`config.mk`:
```
export PLATFORM = sky130hd
export DESIGN_NAME = ahb_sram_bridge_wb
export DESIGN_NICKNAME = d
export VERILOG_FILES = /design/src/rtl/ahb_pkg.sv /design/src/rtl/ahb_sram_wbuf.sv /design/src/rtl/ahb_sram_bridge_wb.sv
export SDC_FILE = /design/constraint.sdc
export NUM_CORES = 1
export LEC_CHECK = 0
export BUFFER_PORTS_ARGS = -buffer_cell sky130_fd_sc_hd__buf_2
export CORE_MARGIN = 5
export CORE_UTILIZATION = 35
export CTS_CLUSTER_DIAMETER = 30
export DETAILED_ROUTE_END_ITERATION = 7
export HOLD_SLACK_MARGIN = 0.02
export PLACE_DENSITY_LB_ADDON = 0.05
export SYNTH_ARGS = -nofsm -noshare
export SYNTH_HDL_FRONTEND = slang
export SYNTH_SLANG_ARGS = --single-unit
```
`constraint.sdc`:
```
create_clock -name HCLK -period 10.23 [get_ports HCLK]
set_input_delay 1.023 -clock HCLK [delete_from_list [all_inputs] [get_ports HCLK]]
set_output_delay 1.023 -clock HCLK [all_outputs]
set_load 0.02 [all_outputs]
```
`src/rtl/ahb_pkg.sv`:
```
// Shared AHB-Lite encodings, bridge state type and byte-lane helper for the
// AHB-to-SRAM bridge with posted write buffer.
package ahb_pkg;

    typedef enum logic [1:0] {
        HTRANS_IDLE   = 2'b00,
        HTRANS_BUSY   = 2'b01,
        HTRANS_NONSEQ = 2'b10,
        HTRANS_SEQ    = 2'b11
    } htrans_e;

    typedef enum logic [2:0] {
        HSIZE_BYTE  = 3'd0,
        HSIZE_HALF  = 3'd1,
        HSIZE_WORD  = 3'd2,
        HSIZE_DWORD = 3'd3,
        HSIZE_QWORD = 3'd4
    } hsize_e;

    typedef enum logic [2:0] {
        ST_IDLE,
        ST_RD_REQ,
        ST_RD_DATA,
        ST_ERR1,
        ST_ERR2
    } bridge_state_e;

    // Little-endian lane mask for a transfer of 2**size bytes starting at addr_lsbs.
    // Wide enough for the largest legal bus (128 bits, 16 lanes).
    function automatic logic [15:0] be_from_size(input logic [2:0] size,
                                                 input logic [3:0] addr_lsbs);
        logic [31:0] ones;
        ones = (32'd1 << (32'd1 << size)) - 32'd1;
        return 16'(ones << addr_lsbs);
    endfunction

endpackage

```
`src/rtl/ahb_sram_wbuf.sv`:
```
// One-entry posted write buffer: captures a write, releases it on SRAM grant,
// and overlays its bytes onto SRAM read data for read-after-write forwarding.
module ahb_sram_wbuf
    import ahb_pkg::*;
#(
    parameter int DATA_WIDTH = 32,
    parameter int AW         = 14,
    localparam int NB        = DATA_WIDTH / 8
) (
    input  logic                  HCLK,
    input  logic                  HRESET,
    input  logic                  cap,
    input  logic [AW-1:0]         cap_addr,
    input  logic [NB-1:0]         cap_be,
    input  logic [DATA_WIDTH-1:0] cap_data,
    input  logic                  drain_gnt,
    input  logic [AW-1:0]         fwd_addr,
    input  logic [DATA_WIDTH-1:0] fwd_rdata,
    output logic                  vld,
    output logic [AW-1:0]         addr,
    output logic [NB-1:0]         be,
    output logic [DATA_WIDTH-1:0] data,
    output logic [DATA_WIDTH-1:0] fwd_data
);

    logic hit;

    // A capture in the same cycle as a grant replaces the draining entry.
    always_ff @(posedge HCLK) begin
        if (HRESET) begin
            vld <= 1'b0;
        end else if (cap) begin
            vld <= 1'b1;
        end else if (drain_gnt) begin
            vld <= 1'b0;
        end
    end

    always_ff @(posedge HCLK) begin
        if (cap) begin
            addr <= cap_addr;
            be   <= cap_be;
            data <= cap_data;
        end
    end

    assign hit = vld && (addr == fwd_addr);

    always_comb begin
        fwd_data = fwd_rdata;
        for (int i = 0; i < NB; i++) begin
            if (hit && be[i]) begin
                fwd_data[8*i +: 8] = data[8*i +: 8];
            end
        end
    end

endmodule

```
`src/rtl/ahb_sram_bridge_wb.sv`:
```
// AHB-Lite slave in front of a single-port word-addressed SRAM, with a posted
// write buffer, grant-driven wait states and two-cycle ERROR responses.
module ahb_sram_bridge_wb
    import ahb_pkg::*;
#(
    parameter int ADDR_WIDTH   = 32,
    parameter int DATA_WIDTH   = 32,
    parameter int MEM_BYTES    = 65536,
    parameter int HBURST_WIDTH = 3,
    parameter int HPROT_WIDTH  = 4,
    localparam int NB          = DATA_WIDTH / 8,
    localparam int LSB         = $clog2(NB),
    localparam int AW          = $clog2(MEM_BYTES) - LSB
) (
    input  logic                    HCLK,
    input  logic                    HRESET,
    input  logic                    HSEL,
    input  logic [ADDR_WIDTH-1:0]   HADDR,
    input  logic [1:0]              HTRANS,
    input  logic                    HWRITE,
    input  logic [2:0]              HSIZE,
    input  logic [HBURST_WIDTH-1:0] HBURST,
    input  logic [HPROT_WIDTH-1:0]  HPROT,
    input  logic [DATA_WIDTH-1:0]   HWDATA,
    input  logic                    HREADY,
    output logic [DATA_WIDTH-1:0]   HRDATA,
    output logic                    HREADYOUT,
    output logic                    HRESP,
    output logic                    sram_req,
    output logic                    sram_we,
    output logic [AW-1:0]           sram_addr,
    output logic [NB-1:0]           sram_be,
    output logic [DATA_WIDTH-1:0]   sram_wdata,
    input  logic                    sram_gnt,
    input  logic [DATA_WIDTH-1:0]   sram_rdata
);

    bridge_state_e         state_q, state_d;

    logic                  accept;
    logic                  addr_err;
    logic [LSB-1:0]        size_mask;
    logic [AW-1:0]         word_addr;
    logic [NB-1:0]         be_a;

    logic                  wr_vld_p1;
    logic [AW-1:0]         addr_p1;
    logic [NB-1:0]         be_p1;
    logic [DATA_WIDTH-1:0] hrdata_q;

    logic                  rd_sel;
    logic                  drain_sel;
    logic                  drain_gnt;
    logic                  wr_stall;
    logic                  capture;

    logic                  buf_vld;
    logic [AW-1:0]         buf_addr;
    logic [NB-1:0]         buf_be;
    logic [DATA_WIDTH-1:0] buf_data;
    logic [DATA_WIDTH-1:0] fwd_data;

    logic                  unused_inputs;
    assign unused_inputs = ^{HTRANS[0], HBURST, HPROT};

    // Address phase: decode, error check and lane mask
    assign accept    = HSEL && HREADY && HTRANS[1];
    assign size_mask = LSB'((32'd1 << HSIZE) - 32'd1);
    assign addr_err  = (HADDR >= ADDR_WIDTH'(MEM_BYTES))
                    || (32'(HSIZE) > LSB)
                    || ((HADDR[LSB-1:0] & size_mask) != '0);
    assign word_addr = HADDR[LSB +: AW];
    assign be_a      = NB'(be_from_size(HSIZE, 4'(HADDR[LSB-1:0])));

    // Data phase: SRAM arbitration, wait states and capture
    assign rd_sel    = (state_q == ST_RD_REQ);
    assign drain_sel = buf_vld && !rd_sel && !HRESET;
    assign drain_gnt = drain_sel && sram_gnt;
    assign wr_stall  = wr_vld_p1 && buf_vld && !drain_gnt;
    assign capture   = wr_vld_p1 && !wr_stall;

    assign sram_req   = !HRESET && (rd_sel || buf_vld);
    assign sram_we    = drain_sel;
    assign sram_addr  = rd_sel ? addr_p1 : buf_addr;
    assign sram_be    = rd_sel ? {NB{1'b1}} : buf_be;
    assign sram_wdata = buf_data;

    assign HREADYOUT = !(rd_sel || (state_q == ST_ERR1) || wr_stall);
    assign HRESP     = (state_q == ST_ERR1) || (state_q == ST_ERR2);
    assign HRDATA    = (state_q == ST_RD_DATA) ? fwd_data : hrdata_q;

    always_comb begin
        state_d = state_q;
        case (state_q)
            ST_RD_REQ: begin
                if (sram_gnt) begin
                    state_d = ST_RD_DATA;
                end
            end
            ST_ERR1: state_d = ST_ERR2;
            default: begin
                if (!accept) begin
                    state_d = ST_IDLE;
                end else if (addr_err) begin
                    state_d = ST_ERR1;
                end else if (!HWRITE) begin
                    state_d = ST_RD_REQ;
                end else begin
                    state_d = ST_IDLE;
                end
            end
        endcase
    end

    always_ff @(posedge HCLK) begin
        if (HRESET) begin
            state_q   <= ST_IDLE;
            wr_vld_p1 <= 1'b0;
            hrdata_q  <= '0;
        end else begin
            state_q <= state_d;
            if (accept) begin
                wr_vld_p1 <= HWRITE && !addr_err;
            end else if (capture) begin
                wr_vld_p1 <= 1'b0;
            end
            if (state_q == ST_RD_DATA) begin
                hrdata_q <= fwd_data;
            end
        end
    end

    always_ff @(posedge HCLK) begin
        if (accept) begin
            addr_p1 <= word_addr;
            be_p1   <= be_a;
        end
    end

    ahb_sram_wbuf #(
        .DATA_WIDTH (DATA_WIDTH),
        .AW         (AW)
    ) u_wbuf (
        .HCLK      (HCLK),
        .HRESET    (HRESET),
        .cap       (capture),
        .cap_addr  (addr_p1),
        .cap_be    (be_p1),
        .cap_data  (HWDATA),
        .drain_gnt (drain_gnt),
        .fwd_addr  (addr_p1),
        .fwd_rdata (sram_rdata),
        .vld       (buf_vld),
        .addr      (buf_addr),
        .be        (buf_be),
        .data      (buf_data),
        .fwd_data  (fwd_data)
    );

endmodule

```
---- After elaboration in Yosys (flattened, before gate mapping) ----
Cells that the tools add are included.
storage, ports and cells
  input port bits ......................... 114
  register bits after elaboration ......... 105
operators by class
  order comparisons ....................... 2
  shift-type cells ........................ 3
  multiplexer cells ....................... 16
  bitwise logic cells ..................... 1
  reduce and logical (&&, ||, !) cells .... 30
  equal/unequal tests ..................... 6
  add/subtract/negate cells ............... 2
operator list
  cell                                                                                    number
  32-bit by 17-bit greater-or-equal comparator with 1-bit output (second input constant)  1
  32-bit two-way mux                                                                      1
  8-bit two-way mux                                                                       4
  1-bit by 3-bit << shifter with 32-bit output (first input constant)                     1
  1-bit by 32-bit << shifter with 32-bit output (first input constant)                    1
  32-bit by 2-bit << shifter with 4-bit output                                            1
  32-bit by 1-bit subtractor with 32-bit output (second input constant)                   1
  1-bit logical AND                                                                       15
  14-bit == test                                                                          1
  14-bit two-way mux                                                                      1
  3-bit by 2-bit == test with 1-bit output (second input constant)                        2
  1-bit zero test                                                                         6
  1-bit logical OR                                                                        6
  3-bit one-hot mux with 2 select lines                                                   1
  2-bit nonzero test                                                                      3
  1-bit two-way mux                                                                       5
  2-bit two-way mux                                                                       2
  4-bit two-way mux                                                                       1
  3-bit by 1-bit == test with 1-bit output (second input constant)                        1
  3-bit == test (second input constant)                                                   1
  3-bit by 2-bit greater-than comparator with 1-bit output (second input constant)        1
  3-bit two-way mux                                                                       1
  2-bit bitwise AND                                                                       1
  2-bit inequality test (second input constant)                                           1
  2-bit by 1-bit subtractor with 2-bit output (second input constant)                     1

---- Longest topological paths before layout ----
Gate-level depths: netlist (run 1).
  depth after elaboration ................. 11
  mapped depth ............................ 6
  depth with buffers taken out ............ 5

---- By module ----
Synthesis (run 1) repeated with hierarchy kept, for this count alone.
second synthesis, totals
  cells, all modules ...................... 332
  area, all modules ....................... 4620.7 µm²
by module, submodules not included
  module              sequential area each (µm²)  times used  cells each  area each (µm²)
  ahb_sram_bridge_wb  1261.2                      1           219         2499.9
  ahb_sram_wbuf       1521.5                      1           113         2120.8

---- Least setup slack after synthesis (run 1) ----
No wires, ideal clock.
  kind .................................... input to register
  start ................................... input HRESET
  end ..................................... register u_wbuf.addr[0] (enable)
  path buffers ............................ 0
  required time ........................... 9.767 ns
  slack ................................... 6.244 ns
  data arrival time ....................... 3.523 ns
  setup time .............................. 0.463 ns
  cell stages on the path ................. 3
  cells stage by stage .................... nor2_1 a21boi_0 nor2b_1
on the way
  longest elaborated chain between the ends .. 7
ends and longest elaborated chain
  what                  line                      text
  start, declared       ahb_sram_bridge_wb.sv:16  input logic HRESET,
  1-bit zero test       ahb_sram_bridge_wb.sv:77  assign drain_sel = buf_vld && !rd_sel && !HRESET;
  1-bit logical AND     ahb_sram_bridge_wb.sv:77
  1-bit logical AND     ahb_sram_bridge_wb.sv:78  assign drain_gnt = drain_sel && sram_gnt;
  1-bit zero test       ahb_sram_bridge_wb.sv:79  assign wr_stall = wr_vld_p1 && buf_vld && !drain_gnt;
  1-bit logical AND     ahb_sram_bridge_wb.sv:79
  1-bit zero test       ahb_sram_bridge_wb.sv:80  assign capture = wr_vld_p1 && !wr_stall;
  1-bit logical AND     ahb_sram_bridge_wb.sv:80
  named net capture     ahb_sram_bridge_wb.sv:55  logic capture;
  end signal, assigned  ahb_sram_wbuf.sv:41       addr <= cap_addr;
  end, declared         ahb_sram_wbuf.sv:20       output logic [AW-1:0] addr,
The timed path passes the listed nets, and every way through them passes these cells.
A chain may end at the register's enable or synchronous reset.

---- Final worst setup path (run 1) ----
  start ................................... register u_wbuf.addr[4]
  end ..................................... output HRDATA[17]
on the way
  longest elaborated chain between the ends .. 5
ends and longest elaborated chain
  what                line                      text
  14-bit == test      ahb_sram_wbuf.sv:47       assign hit = vld && (addr == fwd_addr);
  1-bit logical AND   ahb_sram_wbuf.sv:47
  1-bit logical AND   ahb_sram_wbuf.sv:52       if (hit && be[i]) begin
  8-bit two-way mux   ahb_sram_wbuf.sv:52
  32-bit two-way mux  n/a
  end, declared       ahb_sram_bridge_wb.sv:26  output logic [DATA_WIDTH-1:0] HRDATA,
No other way between the ends.

==> metrics, run 1 <==
status finished clean; top cells by area in the synthesized netlist edfxtp_1, dfxtp_1, nor2_1; Clock Sinks 105; Synth Area per Inst 10.6 sq um; antenna viol nets, final 0; grt met3 use 6.59%; Clock Latency Late Sink 0.35 ns; top-count cell post-synth nor2_1; vias in the first global route 3833; P_int 0.689 mW; Tcrit/Tclk final 35.9%; crit path max fanout 36; clock root cell clkbuf_16; register area share after synthesis 57.8%; CTS H-Tree Depth 3; Pwr Total 0.903 mW; nets 743; Setup Crit Path Kind reg -> out; Synth Warn # 0; Yosys reg bits 105; # resized after CTS 0; Syn Inst Count 456; Mapped Area 4820 sq um; met2 Use GR 23.0%; WP data arrival 2.65 ns; Core Rows 42; peak supply drop 0.123 mV; max cap viols 0; top cells by count, synth nor2_1, edfxtp_1, a21oi_1, dfxtp_1, nand2_1; Port-buffer cells 191; RR Startpoint u_wbuf.addr[4]; drt wl/cell 16.7 microns; CP Launch Type flop; Post-Route WL 13600 microns; leading area contributor after synthesis edfxtp_1; Setup Total Neg Slack 0 ns; fraction of layout cells with a size suffix above 1 37.7%; Final Skew 0.00765 ns; Least-Margin Pin Slew 0.767 ns; RSZ-0062 raised after global routing false; drt pass-1 iters 5; clock slew at reported path FFs 0.07 ns; die area 16200 sq um; clock buffer count from CTS 9; Hold Crit Start be_p1[2]; initial antenna violation count 4; initial detailed-routing violation count 191; Chip Height 127 microns; Area Overhead vs Synth 29.5%; CTS Hold Bufs 0; max_slew headroom 48.8%; Most Used Layer, Global Route met1; dpl hpwl 9960 microns; pwr/cell area 145 nW/um^2; IO Count 200; Min Clock Period, post-route 3.67 ns; TritonCTS clock tree yes; first-pass GRT wire length 20700 microns; Setup violations, final 0; setup bufs post-CTS 0; Leakage 2.46 nW; GP Congestion 0.767; total gr overflow 0; element type at the critical path end output port; drc violations 0; max-slew violation count 0; post-synth net total 570; fmax 272 MHz; GR Util met1 23.6%; Die Span X 127 microns; NetSw 0.214 mW; core area 13300 sq um; Sw Ratio 23.7%; Hold WC Path Type reg -> reg; Synth top area share 42.4%; Final Hold Vio Count 0; Initial Util 36.1%; CTS Buffer Depth 2; Unique masters post-synth 32; vias after detailed routing 4120; vias per std cell 5.08; clock power share 38.3%; Post-synth EDFFs 68; GRT Resource Usage Total 16.4%; Most used DFF post-synth edfxtp_1; CP startpoint u_wbuf.addr[4]; largest net degree at the start of global routing 65; required time of the critical path 9.21 ns; Logic pwr share 10.3%; async set-or-reset flop fraction in the synthesized netlist 0%; sequential share of power 51.4%
cells in the final DEF, fill, tap and decap left out, types with 2 or more instances in the layout:
master       n
nor3_1      33
nand4_1      8
nor3b_2      2
nor4_1       3
clkbuf_1     2
nand2_1     36
inv_1        2
dfxtp_1     37
o21ai_0      2
clkbuf_16    9
xnor2_1     11
nor2_1      76
xnor2_2      3
or2_2        4
mux2_2      14
buf_4       10
nand3_1      2
buf_2      191
o41ai_1     32
nand4b_1    32
a21oi_1     37
edfxtp_1    68
or4_1        4
per-layer routing:
metal / wire length [microns] / up-vias / part of all wire [%]
met5: 34 / - / 0.25
met4: 131 / 6 / 0.97
met3: 1350 / 16 / 9.9
met2: 5890 / 175 / 43
met1: 6160 / 1865 / 45
li1: - / 2058 / -
stage by stage:
step	cell area [sq um]	instances	hold slack [ns]	utilization [%]	setup slack, ns
after CTS	6230	810	0.427	46.7	6.55
after global routing	6240	811	0.432	46.7	6.36
after global placement	5940	794	0.403	44.5	6.74
after floorplan	4820	456	0.400	-	6.24
after detailed placement	5940	794	0.412	44.5	6.70
final	6240	811	0.425	46.7	6.56
worst paths after layout:
kind	endpoint	slack (ns)	cells past startpoint
min reg2reg	u_wbuf.be[2]	0.43	0
max reg2reg	hrdata_q[17]	7.95	6
min	u_wbuf.be[2]	0.43	0
max	HRDATA[17]	6.56	7
cell families (layout without fill, tap and decap cells):
logic type / Yosys count / in the layout / synth area share [%]
and+or+nand+nor: 205 / 205 / 21.8
muxes: 14 / 14 / 3.27
DFF: 105 / 105 / 57.8
other: 0 / 1 / 0
xor gates and xnor gates: 14 / 14 / 3.01
AOI/OAI and AO/OA: 77 / 77 / 10.9
buffers and inverters: 41 / 219 / 3.22
critical path, stage by stage (launching register included):
cell and delay (ns):
edfxtp_1 0.43, xnor2_2 0.16, buf_4 0.35, nand4_1 0.12, or4_1 0.68, a21oi_1 0.30
nor2_1 0.07, buf_2 0.16
power by group through the flow:
stage               Clock, mW  Combinational (mW)  Sequential (mW)
floorplan                   0              0.0518            0.473
global placement            0              0.0918            0.473
detailed placement          0              0.0931            0.474
CTS                     0.359              0.0935            0.464
global route            0.373               0.102            0.465
finish                  0.346              0.0927            0.464
flip-flops by register name, indices dropped and copies added, names as in the netlist:
name	cells
hrdata_q	32
u_wbuf.data	32
addr_p1	14
u_wbuf.addr	14
be_p1	4
u_wbuf.be	4
state_q	3
u_wbuf.vld	1
wr_vld_p1	1
area by class of cell:
class	count	area, sq um
flip-flops and latches	105	2780
well taps	176	220
fillers	1317	7110
clock inverters	5	62.6
multi-input cells	310	1900
inverters	2	7.51
clock buffers	11	233
repair buffers	201	1030
diodes	1	2.50
(Power assumes the default switching activity.)
==> run 2, diff against run 1 <==
- clock period: 10.23 -> 3.1 ns (I/O delays scaled with it)
==> metrics, run 2 (synthesis results as in run 1) <==
WP data arrival 2.57 ns; slowest cell on the critical path or4_1; worst path bufs/invs 2; TritonCTS clock tree yes; crit path max fanout 36; IO Count 200; Hold Crit Start HWDATA[14]; GRT Resource Usage Total 16.2%; commonest cells after routing, fill and taps aside buf_2, nor2_1, edfxtp_1; pwr/cell area 471 nW/um^2; Pwr Total 2.98 mW; required time of the critical path 2.79 ns; drt pass-1 iters 4; Setup Crit Path Kind reg -> out; CP Launch Type flop; initial antenna violation count 1; ant diodes 0; Core Rows 42; core area 13300 sq um; status finished clean; dpl hpwl 10100 microns; total gr overflow 0; GP Congestion 0.772; nets 749; max_slew headroom 51.4%; clock buffer count from CTS 9; Post-Route WL 13200 microns; Chip Height 127 microns; Setup violations, final 0; Tcrit/Tclk final 93.0%; RR Startpoint addr_p1[13]; fmax 347 MHz; Least-Margin Pin Slew 0.729 ns; RSZ-0062 raised after global routing false; die area 16200 sq um; Hold WC Path Type in -> reg; dpl ws 0.424 ns; Clock Latency Late Sink 0.35 ns; Top Registers hrdata_q x32, u_wbuf.data x32; commonest non-fill, non-tap cell in the layout buf_2; vias after detailed routing 4095; CTS Buffer Depth 2; CTS H-Tree Depth 3; crit-path cells xnor2_1 > nand4_1 > buf_4 > or4_1 > a21oi_1 > nor2_1 > buf_2; element type at the critical path end output port; max cap viols 0; vias per std cell 5.02; Final WS setup 0.216 ns; Worst path max stage delay 0.65 ns; peak supply drop 0.258 mV; Die Span X 127 microns; clock root cell clkbuf_16; Setup Total Neg Slack 0 ns; first-pass GRT wire length 20600 microns; Leakage 2.49 nW; Clock Sinks 105; clock slew at reported path FFs 0.07 ns; Port-buffer cells 191; Area Overhead vs Synth 31.1%; vias in the first global route 4036; CP startpoint addr_p1[13]; drc violations 0; fraction of layout cells with a size suffix above 1 38.4%; Final Skew 0.0120 ns; largest net degree at the start of global routing 65; Final Hold Vio Count 0; Initial Util 36.1%; drt wl/cell 16.2 microns; Min Clock Period, post-route 2.88 ns; max-slew violation count 0; dominant delay contributor by cell family on the critical path simple AND/OR/NAND/NOR gates; antenna viol nets, final 0; initial detailed-routing violation count 125
==> run 2: cell types whose count changed in the layout (fill, tap and decap cells not counted), sizes merged <==
cell      before  now
clkinv         1    2
clkinvlp       1    2
clkbuf        11   10
inv            4    3
diode          1    0
buf          201  207
==> run 2: stage by stage <==
| step | area [sq um] | hold WS [ns] | instances | util, % |
|---|---|---|---|---|
| 5_1_grt | 6310 | 0.121 | 816 | 47.3 |
| 3_3_place_gp | 5980 | 0.409 | 798 | 44.8 |
| 3_5_place_dp | 5980 | 0.406 | 798 | 44.8 |
| 2_1_floorplan | 4820 | 0.400 | 456 | - |
| 4_1_cts | 6280 | 0.118 | 814 | 47.0 |
| 6_report | 6310 | 0.131 | 816 | 47.3 |
==> run 2: worst paths after layout <==
path | endpoint | slack, ns | cells past startpoint
setup / recovery | HRDATA[30] | 0.22 | 7
hold / removal | u_wbuf.data[14] | 0.13 | 1
setup reg to reg | hrdata_q[30] | 0.91 | 6
hold reg to reg | u_wbuf.be[3] | 0.42 | 0
==> run 2: layer usage <==
metal	routed length [microns]	global-route usage, %	up-vias
li1	-	-	2070
met1	5930	21.5	1874
met2	6040	25.1	134
met3	1070	4.76	15
met4	186	5.74	2
met5	10	0	-
==> run 2: layout make-up <==
type / count / area, sq um
fillers: 1297 / 7030
flip-flops and latches: 105 / 2780
clock inverters: 6 / 66.3
clock buffers: 10 / 229
well taps: 176 / 220
multi-input cells: 310 / 1920
repair buffers: 207 / 1090
inverters: 2 / 7.51
==> run 2: power breakdown <==
part           total (mW)  internal (mW)  switching (mW)
logic               0.309          0.126           0.183
registers            1.53           1.52          0.0144
clock network        1.13          0.629           0.505
total                2.98           2.27           0.702
==> run 2: repair_timing <==
action	4_1_cts	5_1_grt
resized for setup	0	2
hold buffers	0	0
setup endpoints to repair	0	32
setup buffers	0	2
==> run 3, diff against run 2 <==
- CORE_UTILIZATION: 35 -> 44
- PLACE_DENSITY: not set -> 0.8
- PLACE_DENSITY_LB_ADDON: 0.05 -> not set
==> metrics, run 3 (synthesis results as in run 1) <==
Top Registers hrdata_q x32, u_wbuf.data x32; Setup Total Neg Slack 0 ns; setup bufs post-CTS 0; Min Hold Slack 0.0980 ns; dpl hpwl 9720 microns; antenna viol nets, final 0; commonest cells after routing, fill and taps aside buf_2, nor2_1, edfxtp_1; clock root cell clkbuf_8; CP Launch Type flop; Hold Crit Start HWDATA[18]; slowest cell on the critical path or4_1; peak supply drop 0.277 mV; Final Hold Vio Count 0; Setup violations, final 0; TritonCTS clock tree yes; clock buffer count from CTS 9; Logic pwr share 11.7%; commonest non-fill, non-tap cell in the layout buf_2; CTS H-Tree Depth 3; largest net degree at the start of global routing 65; Post-Route WL 12900 microns; drt pass-1 iters 5; Port-buffer cells 191; final cell count without fillers 778; RSZ-0062 raised after global routing false; final instance area 6130 sq um; Final Skew 0.0178 ns; dominant delay contributor by cell family on the critical path simple AND/OR/NAND/NOR gates; Placement Cell Area 5930 sq um; WP data arrival 2.61 ns; Filler cells 891; initial antenna violation count 2; Setup Crit Path Kind reg -> out; max-slew violation count 0; clock power share 30.0%; first-pass GRT wire length 19700 microns; Die Span X 115 microns; core area 10800 sq um; GRT Resource Usage Total 19.1%; Initial Util 44.6%; nets 746; vias after detailed routing 4249; Clock Latency Late Sink 0.37 ns; die area 13100 sq um; Leakage 2.43 nW; Chip Height 115 microns; fmax 342 MHz; crit path max fanout 36; CP startpoint addr_p1[6]; status finished clean; CTS Buffer Depth 2; Clock Sinks 105; initial detailed-routing violation count 302; vias in the first global route 3992; Seq. cell area 2780 sq um; multi-input logic area 1920 sq um; vias per std cell 5.46; Tcrit/Tclk final 94.3%; max_slew headroom 52.8%; Area Overhead vs Synth 27.2%; Worst path max stage delay 0.66 ns; P_int 1.95 mW; Core Rows 38; crit-path cells xnor2_1 > nand4_1 > buf_4 > or4_1 > a21oi_1 > nor2_1 > buf_2; RR Startpoint addr_p1[6]; Inst Count DP 761; CTS Hold Bufs 0; IO Count 200; Sw Ratio 26.0%; drc violations 0; max cap viols 0; GP Congestion 0.761; clock slew at reported path FFs 0.11 ns; sequential share of power 58.3%; required time of the critical path 2.79 ns; Min Clock Period, post-route 2.92 ns; total gr overflow 0; pwr/cell area 429 nW/um^2; worst path bufs/invs 2; drt wl/cell 16.6 microns; fraction of layout cells with a size suffix above 1 38.5%; element type at the critical path end output port; Hold WC Path Type in -> reg; Least-Margin Pin Slew 0.707 ns; NetSw 0.683 mW
run 3: power by group through the flow:
stage | Combinational (mW) | Clock [mW] | Sequential, mW
2_1_floorplan | 0.171 | 0 | 1.56
3_3_place_gp | 0.299 | 0 | 1.56
3_5_place_dp | 0.307 | 0 | 1.56
4_1_cts | 0.309 | 0.805 | 1.53
5_1_grt | 0.339 | 0.865 | 1.54
6_report | 0.309 | 0.789 | 1.53
run 3: timing repair:
item | 4_1_cts | 5_1_grt
endpoints found under the hold margin | 0 | 0
resized for setup | 0 | 4
setup endpoints to repair | 0 | 17
run 3: per-stage QoR:
step	total power, mW	utilization [%]	setup slack (ns)
after global placement	1.86	54.9	0.604
final	2.63	56.8	0.177
after floorplan	1.73	-	0.612
after CTS	2.65	56.6	0.0611
after detailed placement	1.87	54.9	0.496
after global routing	2.74	56.8	0.00333
run 3: final timing paths:
check                          to  slack [ns]  cells after the start
setup reg to reg     hrdata_q[23]        0.91                      6
setup / recovery       HRDATA[23]        0.18                      7
hold reg to reg      u_wbuf.be[0]        0.43                      0
hold / removal    u_wbuf.data[18]         0.1                      1
run 3: area by class of cell:
| type | count | area share (%) |
|---|---|---|
| clock buffers | 10 | 2.08 |
| repair buffers | 204 | 17.4 |
| clock inverters | 6 | 0.796 |
| well taps | 140 | 2.86 |
| inverters | 2 | 0.122 |
| diodes | 1 | 0.0408 |
| flip-flops and latches | 105 | 45.4 |
| multi-input cells | 310 | 31.3 |
run 3: worst reg2reg max path, delay by kind of cell (launching register included):
family,cells,cell delay (ns)
flip-flops,1,0.44
buffers and inverters,1,0.28
AND/OR/NAND/NOR,3,0.90
XOR/XNOR,1,0.17
AO/OA/AOI/OAI,1,0.27
run 3: per-layer routing:
layer	share of wire (%)	vias up	global-route usage, %
met5	0.054	-	0
met4	1.8	2	7.60
met3	8.9	21	4.60
met2	49	194	30.9
met1	40	1976	24.5
li1	-	2056	-
